==> src/rtl/controle_lavagem.sv <==
// Wash-cycle sequencer: fill, wash, drain, spin, done.
// Drives the spin request to centrifugacao and the valve, motor, pump and door lock.
//
// Ports:
//   clk, rst_n      clock (rising edge), asynchronous active-low reset
//   start           user start, level
//   porta_fechada   door closed sensor
//   nivel_cheio     drum full sensor
//   nivel_vazio     drum empty sensor
//   centrifugar     spin active, from centrifugacao
//   iniciar         spin request, to centrifugacao
//   valvula_agua    fill valve
//   motor_lavar     wash motor
//   bomba           drain pump
//   trava_porta     door lock
//   concluido       cycle finished
//   erro            fault latched
//   estado          current state code
module controle_lavagem #(
  parameter int T_LAVAR        = 20,
  parameter int T_ENCHER_MAX   = 50,
  parameter int T_ESVAZIAR_MAX = 50,
  parameter int PULSO_LEN      = 5,
  parameter int N_REP          = 3,
  parameter int LARG_T         = 16
) (
  input  logic       clk,
  input  logic       rst_n,
  input  logic       start,
  input  logic       porta_fechada,
  input  logic       nivel_cheio,
  input  logic       nivel_vazio,
  input  logic       centrifugar,
  output logic       iniciar,
  output logic       valvula_agua,
  output logic       motor_lavar,
  output logic       bomba,
  output logic       trava_porta,
  output logic       concluido,
  output logic       erro,
  output logic [2:0] estado
);

  typedef enum logic [2:0] {
    REPOUSO  = 3'd0,
    ENCHER   = 3'd1,
    LAVAR    = 3'd2,
    ESVAZIAR = 3'd3,
    CENTRIF  = 3'd4,
    FIM      = 3'd5,
    ERRO     = 3'd6
  } estado_t;

  localparam logic [LARG_T-1:0] LIM_ENCHER =
    LARG_T'(T_ENCHER_MAX - 1);
  localparam logic [LARG_T-1:0] LIM_LAVAR =
    LARG_T'(T_LAVAR - 1);
  localparam logic [LARG_T-1:0] LIM_ESVAZIAR =
    LARG_T'(T_ESVAZIAR_MAX - 1);
  localparam logic [LARG_T-1:0] LIM_ALTO =
    LARG_T'(N_REP * PULSO_LEN - 1);
  localparam logic [LARG_T-1:0] SAT = '1;

  estado_t           est_q;
  estado_t           est_d;
  logic [LARG_T-1:0] tempo;
  logic [LARG_T-1:0] n_alto;
  logic [1:0]        n_baixo;
  logic              troca;

  // State register
  always_ff @(posedge clk or negedge rst_n) begin
    if (!rst_n) begin
      est_q <= REPOUSO;
    end else begin
      est_q <= est_d;
    end
  end

  // Next-state logic; an open door wins over every
  // sensor, completion or timeout in the active states.
  always_comb begin
    est_d = est_q;
    case (est_q)
      REPOUSO: begin
        if (start && porta_fechada) begin
          est_d = ENCHER;
        end
      end
      ENCHER: begin
        if (!porta_fechada) begin
          est_d = ERRO;
        end else if (nivel_cheio) begin
          est_d = LAVAR;
        end else if (tempo == LIM_ENCHER) begin
          est_d = ERRO;
        end
      end
      LAVAR: begin
        if (!porta_fechada) begin
          est_d = ERRO;
        end else if (tempo == LIM_LAVAR) begin
          est_d = ESVAZIAR;
        end
      end
      ESVAZIAR: begin
        if (!porta_fechada) begin
          est_d = ERRO;
        end else if (nivel_vazio) begin
          est_d = CENTRIF;
        end else if (tempo == LIM_ESVAZIAR) begin
          est_d = ERRO;
        end
      end
      CENTRIF: begin
        // Leave on the last high sample so iniciar drops
        // on the same edge the peer ends its final pulse.
        if (!porta_fechada) begin
          est_d = ERRO;
        end else if (centrifugar && n_alto == LIM_ALTO) begin
          est_d = FIM;
        end else if (!centrifugar && n_baixo == 2'd2) begin
          est_d = ERRO;
        end
      end
      FIM: begin
        if (!start) begin
          est_d = REPOUSO;
        end
      end
      ERRO: begin
        est_d = ERRO;
      end
      default: begin
        est_d = ERRO;
      end
    endcase
  end

  assign troca = (est_d != est_q);

  // In-state timer and spin handshake counters,
  // all cleared on every state change.
  always_ff @(posedge clk or negedge rst_n) begin
    if (!rst_n) begin
      tempo   <= '0;
      n_alto  <= '0;
      n_baixo <= '0;
    end else if (troca) begin
      tempo   <= '0;
      n_alto  <= '0;
      n_baixo <= '0;
    end else begin
      if (tempo != SAT) begin
        tempo <= tempo + 1'b1;
      end
      if (est_q == CENTRIF) begin
        if (centrifugar) begin
          if (n_alto != SAT) begin
            n_alto <= n_alto + 1'b1;
          end
          n_baixo <= '0;
        end else if (n_baixo != 2'd3) begin
          n_baixo <= n_baixo + 1'b1;
        end
      end
    end
  end

  // Moore output decode
  always_comb begin
    iniciar      = 1'b0;
    valvula_agua = 1'b0;
    motor_lavar  = 1'b0;
    bomba        = 1'b0;
    trava_porta  = 1'b0;
    concluido    = 1'b0;
    erro         = 1'b0;
    case (est_q)
      REPOUSO: begin
      end
      ENCHER: begin
        valvula_agua = 1'b1;
        trava_porta  = 1'b1;
      end
      LAVAR: begin
        motor_lavar = 1'b1;
        trava_porta = 1'b1;
      end
      ESVAZIAR: begin
        bomba       = 1'b1;
        trava_porta = 1'b1;
      end
      CENTRIF: begin
        iniciar     = 1'b1;
        trava_porta = 1'b1;
      end
      FIM: begin
        concluido = 1'b1;
      end
      default: begin
        erro = 1'b1;
      end
    endcase
  end

  assign estado = est_q;

endmodule

==> config.mk <==
export PLATFORM = sky130hd
export DESIGN_NAME = controle_lavagem
export DESIGN_NICKNAME = d
export VERILOG_FILES = /design/src/rtl/controle_lavagem.sv
export SDC_FILE = /design/constraint.sdc
export NUM_CORES = 1
export LEC_CHECK = 0
export BUFFER_PORTS_ARGS = -buffer_cell sky130_fd_sc_hd__buf_2
export CAP_MARGIN = 20
export CORE_MARGIN = 2
export CORE_UTILIZATION = 66
export CTS_CLUSTER_SIZE = 20
export DETAILED_ROUTE_END_ITERATION = 8
export GPL_ROUTABILITY_DRIVEN = 0
export HOLD_SLACK_MARGIN = 0.12
export PLACE_DENSITY = 0.86
export SETUP_SLACK_MARGIN = 0.2
export SLEW_MARGIN = 20
export SYNTH_ARGS = -nofsm -noshare
export SYNTH_HDL_FRONTEND = slang
export SYNTH_SLANG_ARGS = --single-unit
==> constraint.sdc <==
create_clock -name clk -period 5.75 [get_ports clk]
set_clock_uncertainty 0.15 [all_clocks]
set_input_delay 1.15 -clock clk [delete_from_list [all_inputs] [get_ports clk]]
set_output_delay 1.15 -clock clk [all_outputs]
set_load 0.005 [all_outputs]
==> flow_metrics.env, run 1 <==
export IMPL_pin_count=17
export IMPL_synth_seq_cells=37
export IMPL_avgSynthCellArea_sq_um=9.87
export IMPL_wl_met2_mm=2.73
export IMPL_cp_required_ns=4.45
export IMPL_worstPathMaxFanout=19
export IMPL_leakage_nw=1.19
export IMPL_syn_inst=275
export IMPL_final_layout_size_suffix_gt1_share_pct=22.7
export IMPL_final_max_slew_viol_count=0
export IMPL_yosys_area_top_type_share_pct=34.1
export IMPL_synth_seq_area_share_pct=34.1
export IMPL_hold_class="flop to flop"
export IMPL_viasPerCell=6.43
export IMPL_layout_nets=294
export IMPL_routedWlPerCell_um=16.8
export IMPL_grt_usage_pct=26.8
export IMPL_rsz0062_at_grt="false"
export IMPL_dieWidth_um=68.1
export IMPL_die_h_um=68.1
export IMPL_setup_tns_final_ns=0
export IMPL_yosys_area_top_type="dfrtp_1"
export IMPL_start_util_pct=68.3
export IMPL_wirelength_mm=5.59
export IMPL_antenna_found_initial=0
export IMPL_num_rows=23
export IMPL_drtIter0Drc=360
export IMPL_async_flop_share_pct=100
export IMPL_dr_pass1_iters=4
export IMPL_power_density_mw_per_mm2=253
export IMPL_whs_path_depth=2
export IMPL_ir_drop_mv=0.115
export IMPL_drc=0
export IMPL_overflow=0
export IMPL_synth_ff_type="dfrtp_1"
export IMPL_postCtsSetupRepairBufs=0
export IMPL_core_area_sq_mm=0.00397
export IMPL_cts_tree="done"
export IMPL_synth_net_count=288
export IMPL_grt_pass1_vias=1925
export IMPL_wl_met3_um=285
export IMPL_place_inst=324
export IMPL_cp_end_kind="output pin"
export IMPL_syn_area_sq_mm=0.00271
export IMPL_cts_buffers_inserted=5
export IMPL_instances_no_fill=332
export IMPL_hold_path_end="n_alto[7]"
export IMPL_tightest_slew_ns=0.819
export IMPL_yosys_top_cells_area="dfrtp_1 (34%), nor3_2 (6.3%), xnor2_1 (4.8%)"
export IMPL_hp_start="n_alto[7]"
export IMPL_diodes=0
export IMPL_worstSetupStartpointType="flop"
export IMPL_area_delta_synth_final_pct=4.06
export IMPL_rr_startpoint="estado[1]"
export IMPL_met1_length_mm=2.50
export IMPL_setup_viol=0
export IMPL_grt_pass1_wl_mm=9.41
export IMPL_die_area_sq_mm=0.00464
export IMPL_r2r_end="n_alto[1]"
export IMPL_numPortBuffers=16
export IMPL_fin_crit_sh_pct=51.6
export IMPL_via_count=2134
export IMPL_ff2ff_setup_slack_ns=3.09
export IMPL_fmax_mhz=337
export IMPL_ctsResizeCount=0
export IMPL_highest_layer="met4"
export IMPL_fin_crit_ns=2.97
export IMPL_ctsHoldBuffers=0
export IMPL_synth_edf_count=0
export IMPL_slew_headroom_pct=45.4
export IMPL_clock_sinks=37
export IMPL_ant_nets=0
export IMPL_critPathKind="flop to output pin"
export IMPL_drv_cap=0
export IMPL_status="finished, final reports clean"
export IMPL_max_clock_path_buffers=2
export IMPL_dp_hpwl_mm=3.70
export IMPL_synth_distinct_cells=59
export IMPL_grt_max_degree=38
export IMPL_worstSkewPairLatency_ns=0.29
export IMPL_cts_root_buffer="clkbuf_8"
export IMPL_yosysWarningCount=0
export IMPL_worst_r2r_path_depth=6
export IMPL_arrival_ns=1.67
export IMPL_hold_violations=0
export IMPL_htree_levels=2
export IMPL_path_clk_slew_ns=0.08
[power breakdown]
group / switching (mW) / internal (mW) / total, mW
Clock: 0.0932 / 0.141 / 0.235
Combinational: 0.0702 / 0.0607 / 0.131
Sequential: 0.0567 / 0.293 / 0.349
[worst max-delay path: stages, from the launching register on]
cell     delay (ns)
dfrtp_1        0.58
or3b_2         0.61
inv_1          0.07
buf_2          0.11
[registers in the layout (all words and copies together) (netlist names)]
register / count
tempo: 16
n_alto: 16
n_baixo: 2
estado: 3
[cell usage after synthesis, types with 3 or more instances]
cell type	number
nor4_4	3
xor2_1	10
a21oi_1	7
inv_1	11
nor3_2	17
nor4_1	5
nor3_1	16
dfrtp_1	37
nand3_1	16
ha_1	6
a31oi_1	3
nor2_1	9
o31ai_1	4
nand2_1	18
and4_1	3
nor3b_1	3
xnor2_1	15
buf_6	11
nand4_1	8
buf_2	4
a211oi_1	8
and2_1	8
and3_1	5
[cells in the final DEF, fill, tap and decap left out, types with 7 or more instances in the layout]
cell type and count:
xnor2_1 15, inv_1 11, nand2_1 18, buf_2 16, dfrtp_1 37, nor3_2 17
and2_1 8, nor3_1 16, nand3_1 16, a21oi_1 7, a211oi_1 8, nand4_1 8
xor2_1 10, nor2_1 9
[kinds of logic (layout without fill, tap and decap cells)]
family,count (synthesis),in the layout,synth area share (%)
AND/OR/NAND/NOR,131,131,33.3
adder cells (fa/ha/maj),6,6,2.77
AO/OA/AOI/OAI,45,45,13.8
flip-flops,37,37,34.1
buffers and inverters,30,37,7.56
XOR/XNOR,25,25,8.07
multiplexers,1,1,0.369
[through the flow]
| stage | util (%) | area [sq um] | hold slack [ns] | power [mW] | setup slack [ns] |
|---|---|---|---|---|---|
| final | 71.1 | 2820 | 0.453 | 0.715 | 2.78 |
| after global routing | 71.1 | 2820 | 0.464 | 0.752 | 2.72 |
| after CTS | 71.1 | 2820 | 0.447 | 0.719 | 2.78 |
| after detailed placement | 68.2 | 2710 | 0.428 | 0.481 | 2.59 |
| after global placement | 68.2 | 2710 | 0.427 | 0.474 | 2.66 |
| after floorplan | - | 2710 | 0.400 | 0.449 | 3.08 |
[layer usage]
| layer | track usage (%) | vias up |
|---|---|---|
| li1 | - | 1031 |
| met2 | 43.3 | 63 |
| met3 | 5.10 | 11 |
| met1 | 36.5 | 1029 |
| met4 | 8.00 | 0 |
| met5 | 0 | - |
[layout make-up]
class                      count  area [sq um]
clock buffer                   7          86.3
clock inverter                 1          30.0
fill                         301          1150
inverter                      11          41.3
multi-input combinational    208          1580
sequential                    37           926
tap                           50          62.6
timing repair buffer          18          95.1
[how the worst max path moves through the flow]
| stage | startpoint | to | slack, ns | cells after the start |
|---|---|---|---|---|
| final | estado[1] | iniciar | 2.78 | 3 |
| after global routing | centrifugar | n_alto[1] | 2.72 | 7 |
| after CTS | estado[1] | iniciar | 2.78 | 3 |
| after detailed placement | centrifugar | n_alto[1] | 2.59 | 7 |
| after global placement | centrifugar | n_alto[1] | 2.66 | 7 |
| after floorplan | centrifugar | n_baixo[0] | 3.08 | 7 |
Power figures use the tool's default switching activity.
==> inputs of run 2 (changes only) <==
Settings changed: CORE_UTILIZATION 66 to 61, PLACE_DENSITY 0.86 to 0.8.
Clock period 5.75 ns to 2.8 ns, I/O delays scaled along.
==> run 2 against run 1 <==
Net effect: first-iteration DRC count down 42%; register-to-register slack worse by 2.6 ns; sequential power up 100%; non-clock buffer count up 2; largest cell class unchanged; clock power up 56%.
==> flow_metrics.env, run 2 (synthesis gave the netlist of run 1 again) <==
export IMPL_drv_cap=0
export IMPL_grt_usage_pct=24.2
export IMPL_power_switching_mw=0.450
export IMPL_dp_hpwl_mm=3.76
export IMPL_numPortBuffers=16
export IMPL_ant_nets=0
export IMPL_dieWidth_um=70.7
export IMPL_path_cells="nand4bb_1, nor4_4, nand4_2, a311oi_4, buf_12, nor3_1"
export IMPL_postCtsSetupRepairBufs=0
export IMPL_diodes=0
export IMPL_pin_count=17
export IMPL_tightest_slew_ns=0.805
export IMPL_slew_headroom_pct=46.3
export IMPL_cts_buffers_inserted=5
export IMPL_swShare_pct=33.4
export IMPL_rsz0062_at_grt="false"
export IMPL_area_delta_synth_final_pct=3.92
export IMPL_fin_crit_sh_pct=83.8
export IMPL_cp_required_ns=2.81
export IMPL_worst_r2r_path_depth=6
export IMPL_clockPowerShare_pct=27.1
export IMPL_seq_power_share_pct=53.0
export IMPL_p_int_mw=0.899
export IMPL_power_density_mw_per_mm2=478
export IMPL_ctsHoldBuffers=0
export IMPL_use_met1_pct=32.6
export IMPL_fin_crit_ns=2.35
export IMPL_overflow=0
export IMPL_layout_nets=296
export IMPL_die_h_um=70.7
export IMPL_hold_class="input pin to async pin"
export IMPL_fill_cells=367
export IMPL_cts_tree="done"
export IMPL_die_area_sq_mm=0.00500
export IMPL_arrival_ns=2.36
export IMPL_grtUsageMet2_pct=40.0
export IMPL_final_max_slew_viol_count=0
export IMPL_drtIter0Drc=210
export IMPL_via_count=2135
export IMPL_grt_pass1_vias=2097
export IMPL_htree_levels=2
export IMPL_hold_violations=0
export IMPL_worstSkewPairLatency_ns=0.29
export IMPL_cts_root_buffer="clkbuf_8"
export IMPL_setup_viol=0
export IMPL_clock_sinks=37
export IMPL_leakage_nw=1.19
export IMPL_slowest_delay_ns=0.56
export IMPL_timing_hold_ws_ns=0.208
export IMPL_path_clk_slew_ns=0.07
export IMPL_worstPathMaxFanout=34
export IMPL_comb_power_share_pct=19.9
export IMPL_final_common_cell="dfrtp_1"
export IMPL_max_clock_path_buffers=2
export IMPL_dr_pass1_iters=4
export IMPL_ctsResizeCount=0
export IMPL_critPathSlowestCell="dfrtp_1"
export IMPL_worstSetupStartpointType="flop"
export IMPL_status="finished, final reports clean"
export IMPL_routedWlPerCell_um=16.2
export IMPL_grt_max_degree=38
export IMPL_drc=0
export IMPL_wirelength_mm=5.45
export IMPL_grt_use_met3_pct=4.84
export IMPL_core_area_sq_mm=0.00432
export IMPL_top_usage_layer="met2"
export IMPL_viasPerCell=6.35
export IMPL_final_layout_size_suffix_gt1_share_pct=23.2
export IMPL_start_util_pct=62.8
export IMPL_critPathKind="flop to flop"
export IMPL_grt_pass1_wl_mm=9.82
export IMPL_most_common_layout_cells="dfrtp_1 (37), nand2_1 (18), nor3_2 (17)"
export IMPL_num_rows=24
export IMPL_fmax_mhz=426
export IMPL_setup_tns_final_ns=0
export IMPL_cp_end_kind="flop"
export IMPL_ir_drop_mv=0.389
export IMPL_antenna_found_initial=0
==> run 2: cell types whose count changed in the layout (fill, tap and decap cells not counted) <==
| cell | previous run | this run |
|---|---|---|
| clkbuf_8 | 6 | 5 |
| bufinv_16 | 1 | 0 |
| buf_12 | 0 | 1 |
| clkinv_2 | 0 | 2 |
| buf_4 | 2 | 3 |
==> run 2: worst max-delay path: cells and delay by family, from the launching register on <==
kind | cells | cell delay [ns]
flops | 1 | 0.56
buf+inv | 1 | 0.26
simple gates | 4 | 0.89
compound gates | 1 | 0.34
==> run 2: cell type report <==
class	count	area, sq um	share of cell area [%]
Clock inverter	2	10.0	0.355
Sequential cell	37	926	32.8
Timing Repair Buffer	20	123	4.35
Multi-Input combinational cell	208	1580	56.1
Inverter	11	41.3	1.46
Clock buffer	6	72.6	2.57
Tap cell	52	65.1	2.31
==> run 2: power by group through the flow <==
stage | Combinational (mW) | Sequential, mW | Clock (mW)
6_report | 0.268 | 0.714 | 0.366
5_1_grt | 0.305 | 0.724 | 0.401
3_5_place_dp | 0.267 | 0.719 | 0
3_3_place_gp | 0.255 | 0.718 | 0
2_1_floorplan | 0.226 | 0.696 | 0
4_1_cts | 0.270 | 0.711 | 0.375
==> run 2: worst paths after layout <==
check,startpoint,end,slack (ns)
max,estado[0],tempo[8],0.45
min,rst_n,estado[2],0.21
max reg2reg,estado[0],tempo[8],0.45
min reg2reg,tempo[1],tempo[1],0.47
max in group asynchronous,rst_n,n_alto[12],1.78
min in group clk,start,estado[0],0.42
==> run 2: per-stage QoR <==
| step | util, % | instances | cell area, sq um | setup WS (ns) | total power [mW] |
|---|---|---|---|---|---|
| 6_report | 65.2 | 336 | 2820 | 0.453 | 1.35 |
| 3_3_place_gp | 63.3 | 328 | 2740 | 0.508 | 0.973 |
| 5_1_grt | 65.2 | 336 | 2820 | 0.349 | 1.43 |
| 3_5_place_dp | 63.3 | 328 | 2740 | 0.478 | 0.986 |
| 2_1_floorplan | - | 275 | 2710 | 0.527 | 0.921 |
| 4_1_cts | 65.2 | 336 | 2820 | 0.468 | 1.36 |
==> run 2: metal layers <==
metal	wire length, um	vias up
met3	235	6
met2	2710	52
met5	0	-
met4	49	0
li1	-	1044
met1	2450	1033
